--- src/rtl/seal_pkg.sv ---
// -----------------------------------------------------------------------------
// seal_pkg
//   Shared definitions for the transmit-side sealing datapath.
//   - seal_state_t     : framing FSM states (accepting data / tag pending)
//   - TAG_SEED_DEFAULT : reset / start-of-frame value of the tag accumulator
//   - MAX_LEN_DEFAULT  : default maximum data bytes per frame
//   - ENC_* / HASH_KEY : keys used by the encrypt and hash primitives
//   - rotl1()          : 8-bit rotate left by one
// -----------------------------------------------------------------------------
package seal_pkg;

    typedef enum logic [0:0] {
        S_DATA = 1'b0,
        S_TAG  = 1'b1
    } seal_state_t;

    localparam logic [7:0]  TAG_SEED_DEFAULT = 8'hA5;
    localparam int unsigned MAX_LEN_DEFAULT  = 16;

    localparam logic [7:0]  ENC_KEY  = 8'h6B;
    localparam logic [7:0]  ENC_BIAS = 8'h1D;
    localparam logic [7:0]  HASH_KEY = 8'hC3;

    function automatic logic [7:0] rotl1(input logic [7:0] v);
        return {v[6:0], v[7]};
    endfunction

endpackage

--- src/rtl/encrypt.sv ---
// -----------------------------------------------------------------------------
// encrypt
//   Combinational byte cipher: whiten with KEY, rotate left by 3, add BIAS
//   (mod 256).
//   Ports:
//     pt_i : plaintext byte
//     ct_o : ciphertext byte
// -----------------------------------------------------------------------------
module encrypt #(
    parameter logic [7:0] KEY  = 8'h6B,
    parameter logic [7:0] BIAS = 8'h1D
) (
    input  logic [7:0] pt_i,
    output logic [7:0] ct_o
);

    logic [7:0] whitened;

    always_comb begin
        whitened = pt_i ^ KEY;
        ct_o     = {whitened[4:0], whitened[7:5]} + BIAS;
    end

endmodule

--- src/rtl/hash.sv ---
// -----------------------------------------------------------------------------
// hash
//   Combinational key-based byte hash used to fold ciphertext into the tag.
//   Ports:
//     data_i : byte to hash
//     hash_o : hashed byte
// -----------------------------------------------------------------------------
module hash #(
    parameter logic [7:0] KEY = 8'hC3
) (
    input  logic [7:0] data_i,
    output logic [7:0] hash_o
);

    logic [7:0] keyed;

    always_comb begin
        keyed  = data_i ^ KEY;
        hash_o = keyed ^ {keyed[5:0], keyed[7:6]} ^ {3'b000, keyed[7:3]};
    end

endmodule

--- src/rtl/seal_tag_acc.sv ---
// -----------------------------------------------------------------------------
// seal_tag_acc
//   Encrypts the incoming plaintext byte and maintains the running frame tag:
//   acc <= rotl1(acc) ^ hash(encrypt(pt)) on every accepted byte, and acc is
//   reseeded when the tag is loaded into the output register.
//   Ports:
//     clk       : clock
//     rst       : synchronous active-high reset (acc -> TAG_SEED)
//     pt_i      : plaintext byte
//     accept_i  : pt_i is accepted this cycle, fold its ciphertext into acc
//     clear_i   : tag is being emitted this cycle, reseed acc
//     ct_o      : encrypt(pt_i), combinational
//     acc_o     : current accumulator value (tag of the bytes so far)
// -----------------------------------------------------------------------------
module seal_tag_acc
    import seal_pkg::*;
#(
    parameter logic [7:0] TAG_SEED = TAG_SEED_DEFAULT
) (
    input  logic       clk,
    input  logic       rst,
    input  logic [7:0] pt_i,
    input  logic       accept_i,
    input  logic       clear_i,
    output logic [7:0] ct_o,
    output logic [7:0] acc_o
);

    logic [7:0] ct;
    logic [7:0] ct_hash;
    logic [7:0] acc_q;
    logic [7:0] acc_d;

    encrypt #(
        .KEY  (ENC_KEY),
        .BIAS (ENC_BIAS)
    ) u_encrypt (
        .pt_i (pt_i),
        .ct_o (ct)
    );

    hash #(
        .KEY (HASH_KEY)
    ) u_hash (
        .data_i (ct),
        .hash_o (ct_hash)
    );

    // Clear and accept are mutually exclusive (no input is taken while the
    // tag is pending); clear is given priority for robustness.
    always_comb begin
        acc_d = acc_q;
        if (clear_i) begin
            acc_d = TAG_SEED;
        end else if (accept_i) begin
            acc_d = rotl1(acc_q) ^ ct_hash;
        end
    end

    always_ff @(posedge clk) begin
        if (rst) begin
            acc_q <= TAG_SEED;
        end else begin
            acc_q <= acc_d;
        end
    end

    assign ct_o  = ct;
    assign acc_o = acc_q;

endmodule

--- src/rtl/seal_tx.sv ---
// -----------------------------------------------------------------------------
// seal_tx
//   Transmit framing: encrypts plaintext bytes, forwards the ciphertext through
//   a single-entry output register and appends one tag byte per frame. Frames
//   longer than MAX_LEN bytes are force-terminated (trunc pulse).
//   Ports:
//     clk, rst            : clock, synchronous active-high reset
//     in_valid/in_ready   : plaintext handshake
//     in_data, in_last    : plaintext byte, end-of-frame marker
//     out_valid/out_ready : output handshake
//     out_data            : ciphertext or tag byte
//     out_is_tag          : out_data is the frame tag
//     out_last            : final byte of the frame (always the tag)
//     frame_cnt           : completed frames (tag handshakes), wrapping
//     trunc               : one-cycle pulse after a forced frame termination
// -----------------------------------------------------------------------------
module seal_tx
    import seal_pkg::*;
#(
    parameter logic [7:0]  TAG_SEED = TAG_SEED_DEFAULT,
    parameter int unsigned MAX_LEN  = MAX_LEN_DEFAULT
) (
    input  logic        clk,
    input  logic        rst,
    input  logic        in_valid,
    output logic        in_ready,
    input  logic [7:0]  in_data,
    input  logic        in_last,
    output logic        out_valid,
    input  logic        out_ready,
    output logic [7:0]  out_data,
    output logic        out_is_tag,
    output logic        out_last,
    output logic [15:0] frame_cnt,
    output logic        trunc
);

    localparam logic [7:0] LAST_IDX = 8'(MAX_LEN - 1);

    seal_state_t state_q, state_d;
    logic [7:0]  out_data_q, out_data_d;
    logic        out_is_tag_q, out_is_tag_d;
    logic        out_last_q, out_last_d;
    logic        out_valid_q, out_valid_d;
    logic [15:0] frame_cnt_q, frame_cnt_d;
    logic        trunc_q, trunc_d;
    logic [7:0]  byte_cnt_q, byte_cnt_d;

    logic        slot_free;
    logic        accept;
    logic        tag_load;
    logic        at_max;
    logic        out_hs;
    logic [7:0]  ct;
    logic [7:0]  acc;

    // The output register may be refilled in the same cycle it is drained.
    assign slot_free = !out_valid_q || out_ready;
    assign in_ready  = (state_q == S_DATA) && slot_free && !rst;
    assign accept    = in_valid && in_ready;
    assign tag_load  = (state_q == S_TAG) && slot_free;
    assign at_max    = (byte_cnt_q == LAST_IDX);
    assign out_hs    = out_valid_q && out_ready;

    seal_tag_acc #(
        .TAG_SEED (TAG_SEED)
    ) u_tag_acc (
        .clk      (clk),
        .rst      (rst),
        .pt_i     (in_data),
        .accept_i (accept),
        .clear_i  (tag_load),
        .ct_o     (ct),
        .acc_o    (acc)
    );

    always_comb begin
        state_d      = state_q;
        out_data_d   = out_data_q;
        out_is_tag_d = out_is_tag_q;
        out_last_d   = out_last_q;
        out_valid_d  = out_valid_q;
        frame_cnt_d  = frame_cnt_q;
        trunc_d      = 1'b0;
        byte_cnt_d   = byte_cnt_q;

        if (out_hs) begin
            out_valid_d = 1'b0;
            if (out_last_q) begin
                frame_cnt_d = frame_cnt_q + 16'd1;
            end
        end

        if (accept) begin
            out_data_d   = ct;
            out_is_tag_d = 1'b0;
            out_last_d   = 1'b0;
            out_valid_d  = 1'b1;
            byte_cnt_d   = byte_cnt_q + 8'd1;
            if (in_last || at_max) begin
                state_d = S_TAG;
            end
            trunc_d = at_max && !in_last;
        end else if (tag_load) begin
            // acc already includes the last data byte: it was folded on the
            // accept edge, one cycle before the earliest possible tag load.
            out_data_d   = acc;
            out_is_tag_d = 1'b1;
            out_last_d   = 1'b1;
            out_valid_d  = 1'b1;
            byte_cnt_d   = '0;
            state_d      = S_DATA;
        end
    end

    always_ff @(posedge clk) begin
        if (rst) begin
            state_q      <= S_DATA;
            out_data_q   <= '0;
            out_is_tag_q <= 1'b0;
            out_last_q   <= 1'b0;
            out_valid_q  <= 1'b0;
            frame_cnt_q  <= '0;
            trunc_q      <= 1'b0;
            byte_cnt_q   <= '0;
        end else begin
            state_q      <= state_d;
            out_data_q   <= out_data_d;
            out_is_tag_q <= out_is_tag_d;
            out_last_q   <= out_last_d;
            out_valid_q  <= out_valid_d;
            frame_cnt_q  <= frame_cnt_d;
            trunc_q      <= trunc_d;
            byte_cnt_q   <= byte_cnt_d;
        end
    end

    assign out_data   = out_data_q;
    assign out_is_tag = out_is_tag_q;
    assign out_last   = out_last_q;
    assign out_valid  = out_valid_q;
    assign frame_cnt  = frame_cnt_q;
    assign trunc      = trunc_q;

endmodule

--- config.mk ---
export PLATFORM = sky130hd
export DESIGN_NAME = seal_tx
export DESIGN_NICKNAME = d
export VERILOG_FILES = /design/src/rtl/seal_pkg.sv /design/src/rtl/encrypt.sv /design/src/rtl/hash.sv /design/src/rtl/seal_tag_acc.sv /design/src/rtl/seal_tx.sv
export SDC_FILE = /design/constraint.sdc
export NUM_CORES = 1
export LEC_CHECK = 0
export BUFFER_PORTS_ARGS = -buffer_cell sky130_fd_sc_hd__buf_2
export CORE_MARGIN = 5
export CORE_UTILIZATION = 49
export DETAILED_ROUTE_END_ITERATION = 8
export MAX_ROUTING_LAYER = met4
export PLACE_DENSITY_LB_ADDON = 0.08
export SYNTH_ARGS = -nofsm -noshare
export SYNTH_HDL_FRONTEND = slang
export SYNTH_SLANG_ARGS = --single-unit
--- constraint.sdc ---
create_clock -name clk -period 1.7 [get_ports clk]
set_input_delay 0.34 -clock clk [delete_from_list [all_inputs] [get_ports clk]]
set_output_delay 0.34 -clock clk [all_outputs]
set_load 0.02 [all_outputs]
---- After elaboration in Yosys (flattened, before gate mapping) ----
Cells that the tools add are included.
storage, ports and cells
  bits of input ports ..................... 13
  register bits ........................... 44
cells by class
  bitwise gates (word level) .............. 7
  mux-type cells .......................... 10
  reductions and logical operators ........ 18
  equal/unequal tests ..................... 2
  $add $sub $neg .......................... 3
operators with widths
  kind                                                                    count
  8-bit two-way mux                                                       4
  16-bit by 1-bit adder with 16-bit output (second input constant)        1
  8-bit bitwise XOR                                                       2
  8-bit by 1-bit adder with 8-bit output (second input constant)          1
  8-bit by 5-bit adder with 8-bit output (second input constant)          1
  8-bit by 4-bit equality test with 1-bit output (second input constant)  1
  8-bit by 5-bit bitwise XOR with 8-bit output                            1
  1-bit logical AND                                                       6
  1-bit two-way mux                                                       6
  2-bit OR reduction                                                      3
  5-bit inverter                                                          1
  4-bit inverter                                                          1
  2-bit AND reduction                                                     2
  1-bit logical NOT                                                       3
  3-bit nonzero test                                                      1
  1-bit logical OR                                                        2
  2-bit by 1-bit != test with 1-bit output (second input constant)        1
  1-bit inverter                                                          2
  2-bit nonzero test                                                      1

---- Depth between registers and ports, before layout ----
  word-level depth ........................ 7
  mapped depth ............................ 8
  gate-level depth less buffers ........... 7

---- Cells and area by module ----
A second synthesis with hierarchy kept.
unflattened totals
  cells, all modules ...................... 253
  area, all modules ....................... 2308.5 µm²
by module, submodules not included
  module        area each (µm²)  instances  sequential area each (µm²)  cells each
  seal_tx       1634.1           1          720.7                       191
  seal_tag_acc  384.1            1          160.2                       36
  encrypt       147.6            1          0.0                         18
  hash          142.6            1          0.0                         8

---- Least setup slack after synthesis ----
No wires, ideal clock.
  path kind ............................... input to register
  start ................................... input port in_data[5]
  end ..................................... register u_tag_acc.acc_q[6] (netlist: u_tag_acc.acc_o[6])
  stages on the path ...................... 8
  buffers on the path ..................... 1
  arrival time ............................ 1532 ps
  setup slack ............................. 31 ps
  setup time .............................. 137 ps
  cell sequence ........................... buf_2 > inv_1 > ha_1 > nor3b_2 > xnor2_1 > xnor2_1 > xnor2_1 > a21oi_1
on the way
  longest elaborated chain between the ends .. 6
ends and longest elaborated chain
  what                                            line                text
  start, declared                                 seal_tx.sv:27       input logic [7:0] in_data,
  5-bit inverter (no source line) *               n/a
  8-bit by 5-bit adder with 8-bit output *        encrypt.sv:21       ct_o = {whitened[4:0], whitened[7:5]} + BIAS;
  4-bit inverter (no source line)                 n/a
  8-bit bitwise XOR *                             hash.sv:19          hash_o = keyed ^ {keyed[5:0], keyed[7:6]} ^ {3'b000, keyed[7:3]};
  8-bit by 5-bit bitwise XOR with 8-bit output *  hash.sv:19
  8-bit bitwise XOR *                             seal_tag_acc.sv:56  acc_d = rotl1(acc_q) ^ ct_hash;
  end signal, assigned                            seal_tag_acc.sv:62  acc_q <= TAG_SEED;
  end signal, assigned                            seal_tag_acc.sv:64  acc_q <= acc_d;
  end, declared                                   seal_tag_acc.sv:31  logic [7:0] acc_q;
Every way passes the cells marked *; elsewhere a longest branch is shown, timed or not.
A chain may end at the register's enable or synchronous reset.

---- Worst setup path after layout ----
  start ................................... register out_valid_q (netlist: out_valid)
  end ..................................... output port in_ready
on the way
  longest elaborated chain between the ends .. 4
ends and longest elaborated chain
  what                             line            text
  start, declared                  seal_tx.sv:44   logic out_valid_q, out_valid_d;
  start signal, assigned           seal_tx.sv:131  out_valid_q <= out_valid_d;
  1-bit logical NOT                seal_tx.sv:58   assign slot_free = !out_valid_q || out_ready;
  1-bit logical OR                 seal_tx.sv:58
  1-bit logical AND (2 in series)  seal_tx.sv:59   assign in_ready = (state_q == S_DATA) && slot_free && !rst;
  end, declared                    seal_tx.sv:26   output logic in_ready,
Every way passes these cells.

==> impl_metrics.yaml <==
run_status:
  outcome: "finished, final reports clean"
clock_tree:
  cts_tree: "done"
  cts_setup_buffers: 0
  cts.sinks: 44
  path_clk_slew_ns: 0.08
  cts_root_buf: "clkbuf_8"
  numCtsBuffers: 5
  h-tree-depth: 2
  clk_latency_ns: 0.28
  clockBufferDepth: 2
placement:
  place_ws_ns: -0.03958
  place_hpwl_mm: 3.654
  gp_congestion: 0.8373
  io_buffer_count: 41
floorplan:
  die-area_um2: 5993
  num_rows: 24
  die_width_um: 77.42
  initial_core_util_pct: 50.80
  die_y_um: 77.42
  design.core.area_um2: 4384
  pin_count: 42
synth:
  yosys.area.top_type: "dfxtp_1"
  ys.flop_type: "dfxtp_1"
  synth_cells: 254
  ys_types: 46
  ys_ff_latch: 44
  yosys_warnings: 0
  synth.net_count: 270
  synth_top_area_share_pct: 39.55
  async_flop_share_pct: 0
  synth_edf_count: 0
  yosysSeqAreaShare_pct: 39.55
  synth_area_um2: 2227
  synthTopCellsByArea: "dfxtp_1, xnor2_1, xor2_1"
  avgSynthCellArea_um2: 8.768
cells_and_area:
  fin_util_pct: 59.62
  final_cell_mix: "dfxtp_1, buf_2, nor2_1, xnor2_1, nand2_1"
  antenna_cells: 0
  n_fill_cell: 418
  area_growth_syn_to_layout_pct: 17.36
  nNetsFinal: 316
  final_common_cell: "dfxtp_1"
  drive_gt1_share_pct: 23.92
sta:
  finalCriticalPeriod_ns: 1.599
  relSlewSlack_pct: 63.17
  clock.fmax_mhz: 625.2
  worstMarginPinSlew_ns: 0.5494
  setup_viol: 0
  timing.final.ws_setup_ns: 0.1006
  final_max_slew_viol_count: 0
  hold_viol_final: 0
  finClkSkew_ns: 0.005173
  rsz0062_at_grt: "false"
  period_share_pct: 94.08
critical_path:
  critPathRequiredTime_ns: 1.36
  setup.worst_path.class: "flip-flop to output pin"
  critPathMaxFanout: 8
  cp_data_arrival_time_ns: 1.26
  critPathLaunchType: "flip-flop"
  end_kind: "output pin"
routing:
  first_pass_iters: 4
  first_iter_violations: 143
  vias: 1890
  drc: 0
  wl_mm: 4.868
  drt-vias-per-instance: 5.354
  postRouteAntennaNets: 0
  wire_per_inst_um: 13.79
global_routing:
  grt_pass1_wl_mm: 8.438
  grt_overflow_total: 0
  antenna_found_initial: 0
  grt_max_degree: 38
  grt.total_usage_pct: 17.28
  grt_pass1_vias: 1826
job:
  cap_violations: 0
power_and_ir_drop:
  p_per_area_nw_per_um2: 844.3
  ir_drop_mv: 0.5720
  leakage_nw: 1.119
worst_hold_path:
  worstHoldPathType: "primary input to flip-flop"
==> power breakdown <==
group          switching (mW)  internal, mW
combinational           0.233         0.198
clock                   0.337         0.324
sequential             0.0381          1.08
==> routing by layer <==
layer	routed length, µm	vias up	part of all wire, %	track usage (%)
met5	0	-	0	-
met4	25	0	0.51	3.093
met3	250	2	5.1	4.282
met2	2214	40	45	26.85
met1	2378	892	49	23.14
li1	-	956	-	-
==> final cells by class <==
cell class	count	area (µm²)	area share, %
multi-input cells	192	1265	48.40
flip-flops and latches	44	880.8	33.70
repair buffers	53	295.3	11.30
clock buffers	6	82.58	3.159
well taps	52	65.06	2.489
inverters	4	15.01	0.5744
clock inverters	2	10.01	0.3830
==> critical path: stages, from the launching register on <==
cell     delay (ns)
dfxtp_1        0.39
nor2b_4        0.18
buf_4          0.17
nor3_1         0.05
buf_2          0.18
==> state kept, by name (all words and copies together) (netlist names) <==
name / count
trunc: 1
out_data: 8
state_q: 1
out_last: 1
byte_cnt_q: 8
out_valid: 1
u_tag_acc.acc_o: 8
frame_cnt: 16
==> through the flow <==
| stage | power [mW] | instances | instance area (µm²) | hold slack [ns] | setup TNS (ns) |
|---|---|---|---|---|---|
| floorplan | 1.443 | 254 | 2227 | 0.4189 | 0 |
| global placement | 1.562 | 345 | 2514 | 0.4739 | 0 |
| detailed placement | 1.566 | 345 | 2514 | 0.4774 | -0.06585 |
| CTS | 2.221 | 353 | 2606 | 0.2225 | 0 |
| global route | 2.332 | 353 | 2614 | 0.2248 | 0 |
| finish | 2.207 | 353 | 2614 | 0.2298 | 0 |
==> timing repair <==
action                                  in CTS  in global routing
endpoints found under the setup margin       0                  1
hold buffers                                 0                  0
resized for setup                            0                  2
==> cell usage after synthesis (all sizes together), types with 4 or more instances <==
cell type,instances
clkbuf,5
a21oi,13
nor2,37
xor2,17
nand2,21
xnor2,25
dfxtp,44
and3,7
nor2b,4
nand3,12
nor3,7
inv,4
buf,9
o21ai,9
==> logic make-up after synthesis <==
| kind of cell | after synthesis | synth area share (%) |
|---|---|---|
| AO/OA/AOI/OAI | 38 | 11.24 |
| XOR/XNOR | 43 | 17.87 |
| adder cells (fa/ha/maj) | 3 | 1.686 |
| buffers and inverters | 18 | 3.988 |
| flip-flops | 44 | 39.55 |
| multiplexers | 3 | 1.461 |
| AND/OR/NAND/NOR | 105 | 24.21 |
==> final timing paths <==
kind	startpoint	end	slack, ns	cells past startpoint
max	out_valid$_SDFFE_PP0P_	in_ready	0.10	4
min reg2reg	out_data[1]$_SDFFE_PP0P_	out_data[1]$_SDFFE_PP0P_	0.49	2
max reg2reg	out_valid$_SDFFE_PP0P_	byte_cnt_q[5]$_SDFFE_PP0P_	0.17	6
min	in_last	trunc$_SDFF_PP0_	0.23	2
(Power assumes the default switching activity.)
